## config.mk

```make
export PLATFORM = sky130hd
export DESIGN_NAME = cc_hazard_ctrl
export DESIGN_NICKNAME = d
export VERILOG_FILES = /design/src/rtl/cc_hazard_ctrl.sv
export SDC_FILE = /design/constraint.sdc
export NUM_CORES = 1
export LEC_CHECK = 0
export ABC_AREA = 1
export BUFFER_PORTS_ARGS = -buffer_cell sky130_fd_sc_hd__buf_2
export CAP_MARGIN = 20
export CELL_PAD_IN_SITES_DETAIL_PLACEMENT = 2
export CELL_PAD_IN_SITES_GLOBAL_PLACEMENT = 2
export CORE_ASPECT_RATIO = 0.75
export CORE_UTILIZATION = 28
export CTS_CLUSTER_DIAMETER = 80
export DETAILED_ROUTE_END_ITERATION = 7
export PLACE_DENSITY = 0.81
export SLEW_MARGIN = 10
export SYNTH_ARGS = -nofsm -noshare
export SYNTH_HDL_FRONTEND = slang
export SYNTH_SLANG_ARGS = --single-unit
export TNS_END_PERCENT = 1
```

## constraint.sdc

```tcl
create_clock -name clk -period 2.2 [get_ports clk]
set_input_delay 0.55 -clock clk [delete_from_list [all_inputs] [get_ports clk]]
set_output_delay 0.55 -clock clk [all_outputs]
set_load 0.02 [all_outputs]
```

## src/rtl/cc_hazard_ctrl.sv

```systemverilog
// cc_hazard_ctrl: carry/zero condition-code tracking, forwarding, predication and load-zero stall
module cc_hazard_ctrl #(
    parameter logic RESET_C = 1'b0,
    parameter logic RESET_Z = 1'b0
) (
    input  logic       clk,
    input  logic       reset,
    input  logic       hold,
    input  logic       ex_valid,
    input  logic       ex_flush,
    input  logic [1:0] ex_cond,
    input  logic       ex_wr_c,
    input  logic       ex_wr_z,
    input  logic       ex_is_load,
    input  logic       alu_carry,
    input  logic       alu_zero,
    input  logic       mem_load_zero,
    output logic       ex_exec,
    output logic       stall_req,
    output logic       fwd_carry,
    output logic       fwd_zero,
    output logic       for_carry,
    output logic       for_zero
);
    typedef struct packed {
        logic v;
        logic wc;
        logic wz;
        logic ld;
        logic c;
        logic z;
    } mem_rec_t;

    typedef struct packed {
        logic v;
        logic wc;
        logic wz;
        logic c;
        logic z;
    } wb_rec_t;

    mem_rec_t mem_rec;
    wb_rec_t  wb_rec;
    logic     haz;
    logic     cond_ok;

    // Youngest in-flight write wins: MEM, then WB, then the architected flag
    always_comb begin
        fwd_carry = (mem_rec.v && mem_rec.wc) ? mem_rec.c :
                    (wb_rec.v && wb_rec.wc)   ? wb_rec.c  : for_carry;
        fwd_zero  = (mem_rec.v && mem_rec.wz) ? mem_rec.z :
                    (wb_rec.v && wb_rec.wz)   ? wb_rec.z  : for_zero;
    end

    // A zero-predicated op behind a load in MEM must wait for the load data's zero
    always_comb begin
        haz       = ex_valid & ~ex_flush & (ex_cond == 2'b10) & mem_rec.v & mem_rec.wz & mem_rec.ld;
        stall_req = haz & ~hold;
        cond_ok   = (ex_cond == 2'b01) ? fwd_carry :
                    (ex_cond == 2'b10) ? fwd_zero  : 1'b1;
        ex_exec   = ex_valid & ~ex_flush & ~haz & ~hold & cond_ok;
    end

    // Advance the MEM/WB flag records and commit the WB write to the architected flags
    always_ff @(posedge clk) begin
        if (reset) begin
            mem_rec   <= '0;
            wb_rec    <= '0;
            for_carry <= RESET_C;
            for_zero  <= RESET_Z;
        end else if (!hold) begin
            if (wb_rec.v && wb_rec.wc) for_carry <= wb_rec.c;
            if (wb_rec.v && wb_rec.wz) for_zero <= wb_rec.z;
            wb_rec  <= {mem_rec.v, mem_rec.wc, mem_rec.wz, mem_rec.c,
                        mem_rec.ld ? mem_load_zero : mem_rec.z};
            mem_rec <= {ex_exec, ex_wr_c, ex_wr_z, ex_is_load, alu_carry, alu_zero};
        end
    end
endmodule

```

After elaboration in Yosys (flattened, before gate mapping)
Index checks and enable logic that the tools add are counted.

Flip-flop bits (word level): 13. Input port bits: 13. Output and inout port bits: 6.

Equality and inequality tests: 2. Multiplexer cells: 7. Bitwise logic cells: 12. Reduce and logical (&&, ||, !) cells: 4.

Operators with widths (count): bitwise AND 1 bit (9); two-way mux 1 bit (7); logical AND 1 bit (4); inverter 1 bit (3); == test 2 x 1 -> 1 bit (second input constant) (1); == test 2 bit (second input constant) (1).

Longest topological paths before layout
Word-level depth: 10. Gate-level depth with buffers: 7. Gate-level depth less buffers: 7.

Worst setup path after synthesis
OpenSTA, ideal clock, no wires.

Path type: input-to-output. Start point: in hold. End point: out stall_req. Arrival: 1362 ps. Required time: 1650 ps. Path slack: 288 ps. Stages: 3. Path buffers: 2. Cell sequence: buf_4 -> buf_4 -> nor3_1.

Cells in the longest elaborated chain, start to end: 2.

Ends and longest elaborated chain: start: declaration (line 8) `input logic hold,`; inverter 1 bit (line 58) `stall_req = haz & ~hold;`; bitwise AND 1 bit (line 58); end: declaration (line 19) `output logic stall_req,`.

Every way passes these cells.

Worst setup path in the final report
Start point: reg mem_rec[5] in the netlist's numbering. End point: out ex_exec.

Cells in the longest elaborated chain, start to end: 7. Elaborated cells between the ends (all ways): 13. Those cells by class: mux (4); bitwise (7); reduce/logical (2).

Ends and longest elaborated chain: start: declaration (line 42) `mem_rec_t mem_rec;`; start signal: assignment (line 76) `mem_rec <= {ex_exec, ex_wr_c, ex_wr_z, ex_is_load, alu_carry, alu_zero};`; bitwise AND 1 bit (3 in a row) (line 57) `haz = ex_valid & ~ex_flush & (ex_cond == 2'b10) & mem_rec.v & mem_rec.wz & mem_rec.ld;`; inverter 1 bit (line 61) `ex_exec = ex_valid & ~ex_flush & ~haz & ~hold & cond_ok;`; bitwise AND 1 bit (2 in a row) (line 61); bitwise AND 1 bit * (line 61); end: declaration (line 18) `output logic ex_exec,`.

Mark *: on every way between the ends. The rest lies on a longest branch, timed or not.

==> metrics.yaml <==
status: "finished, violations left"
violations: "DRC"
gp_congestion: 0.7077
hpwl_um: 1274
cap_violations: 0
die_w_um: 57.72
hold_path.class: "flip-flop to flip-flop"
dr.first_iter.drc_count: 10
grt_pass1_wl_um: 2946
crit_path_max_incr_delay_ps: 420
ios: 19
relSlewSlack_pct: 82.31
grt_max_degree: 15
synth_seq_cells: 13
worst-path-buf-inv: 3
ant_nets: 0
synth_area_leader_cell: "dfxtp_1"
finalHoldViolCount: 0
syn_inst: 91
clk_pin_slew_worst_paths_ps: 80
cts_tree: "built"
arrival_ps: 1360
layout.cells.non_filler: 136
core_um2: 2102
syn_avg_cell_area_um2: 7.163
grt_usage_pct: 15.80
crit_family: "flip-flops"
synth_top_area_share_pct: 39.92
grt_pass1_vias: 682
diodes: 0
rsz0062_at_grt: "no"
p_leak_uw: 0.0003850
antenna_found_initial: 0
synthTopCellsByArea: "dfxtp_1 (40%), nand2_1 (13%), a21oi_1 (7.7%), nand3_2 (7.7%), inv_1 (7.5%)"
synthAdderAreaFrac_pct: 0
dr.pass1.iters: 5
vdd_drop_max_mv: 0.2840
fin_ws_ps: 286.1
fin_util_pct: 37.74
place_inst: 132
dpl_worst_slack_ps: 344.1
vias: 669
finalWirelength_um: 1744
netlist_area_um2: 651.9
required_ps: 1650
clock_tree.buffer_depth: 2
synth_top_family_by_area: "simple AND/OR/NAND/NOR gates"
critical_path.cell_chain: "nand2_2, inv_2, nand2_2, nor2_2, nor2_2, nand3_2, inv_1, buf_2"
die_y_um: 43.79
setup_tns_ps: 0
cts.sinks: 13
die_area_um2: 2527
rows: 14
skew_ps: 3.718
ys_warn_count: 0
synthSimpleGateAreaFrac_pct: 33.40
route.detailed.drc: 2
fillerInstances: 264
h-tree-depth: 1
yosysUniqueCellTypes: 17
synth_fp_nets: 104
max_freq_mhz: 522.5
nNetsFinal: 126
worstSkewPairLatency_ps: 280
synth_compound_area_share_pct: 15.55
cp_max_fo: 5
synthMuxAreaShare_pct: 0
worst_setup_path_end_kind: "output pin"
viasPerCell: 4.919
drive_above_1_share_pct: 32.14
cts_resized: 0
drv_slew: 0
worstSetupPathType: "flip-flop to output pin"
fin_crit_sh_pct: 87.00
finalSetupViolCount: 0
wl_per_cell_um: 12.82
fin_crit_ps: 1914
cts_buffers: 3
grt.overflow.total: 0
root_buffer: "clkbuf_4"
p_per_area_nw_per_um2: 606.1
io_buffers: 18
ys_seq_area_share_pct: 39.92
cts_setup_buffers: 0
worst_pin_slew_ps: 265.4
critPathSlowestCell: "dfxtp_1"
crit_path_start_kind: "flip-flop"
holdBufCountCts: 0
synth_xor_xnor_area_share_pct: 0
syn2layout_area_growth_pct: 21.69
initial_core_util_pct: 31.01
path summary, 6_finish.rpt:
kind	end	depth (start not counted)	startpoint	slack, ps
max	ex_exec	8	mem_rec[5]	290
min	wb_rec[1]	2	wb_rec[1]	480
max reg2reg	mem_rec[5]	7	mem_rec[5]	1140
min reg2reg	wb_rec[1]	2	wb_rec[1]	480
cell usage in the layout (no fill, tap or decap):
cell type | netlist | final
nand2_1 | 23 | 23
buf_2 | 1 | 18
inv_1 | 13 | 13
dfxtp_1 | 13 | 13
a21oi_1 | 10 | 10
nand3_2 | 5 | 5
nor2_1 | 5 | 5
nand3_1 | 4 | 4
nand2_2 | 4 | 4
clkbuf_4 | 0 | 3
nor2_2 | 2 | 2
a211oi_1 | 2 | 2
o21ai_0 | 2 | 2
a211o_1 | 2 | 2
buf_4 | 2 | 2
inv_2 | 1 | 1
nor3_1 | 1 | 1
a21oi_2 | 1 | 1
clkbuf_1 | 0 | 1
final cells by class:
type | count | area (µm²) | share of cell area [%]
Sequential cell | 13 | 260.3 | 32.81
Inverter | 14 | 52.55 | 6.625
Tap cell | 24 | 30.03 | 3.785
Multi-Input combinational cell | 61 | 319.1 | 40.22
Clock buffer | 4 | 26.28 | 3.312
Timing Repair Buffer | 20 | 105.1 | 13.25
cells in the mapped netlist, drive strengths merged:
library cell	n
a211o	2
a211oi	2
nand3	9
nand2	27
nor2	7
buf	3
a21oi	11
nor3	1
inv	14
o21ai	2
dfxtp	13
where the power goes:
group	switching [µW]	leakage (µW)	internal, µW	total (µW)
Clock	80.6	0.0000150	70.4	151
Sequential	8.47	0.000107	247	256
Combinational	44.4	0.000263	29.7	74.1
Total	133	0.000385	347	481
logic make-up (layout without fill, tap and decap cells):
group | Yosys count | count (layout)
AO/OA/AOI/OAI | 17 | 17
buffers and inverters | 17 | 38
flip-flops | 13 | 13
AND/OR/NAND/NOR | 44 | 44
through the flow:
step | total power (µW) | hold slack, ps | instance area [µm²]
finish | 480.8 | 477.4 | 793.3
global placement | 333.3 | 456.5 | 767.0
floorplan | 307.6 | 435.1 | 651.9
CTS | 494.2 | 482.9 | 793.3
detailed placement | 336.6 | 472.5 | 767.0
global route | 513.6 | 510.9 | 793.3
sequential cells by signal, indices dropped and copies added (netlist names):
register / flops
wb_rec: 5
for_zero: 1
for_carry: 1
mem_rec: 6
per-layer routing:
| layer | vias to the layer above | track usage, % | part of all wire (%) |
|---|---|---|---|
| met5 | - | 0 | 0 |
| met3 | 2 | 6.269 | 4.4 |
| met1 | 317 | 18.66 | 49 |
| met2 | 12 | 26.98 | 46 |
| li1 | 338 | - | - |
| met4 | 0 | 4.286 | 0.63 |
worst reg2reg max path, stage by stage, from the launching register on:
cell	delay [ps]
dfxtp_1	420
nand2_2	120
inv_2	90
nand2_2	60
nor2_2	100
nor2_2	40
nand3_2	70
a21oi_2	50
No activity file was read; power rests on OpenSTA's default activity.
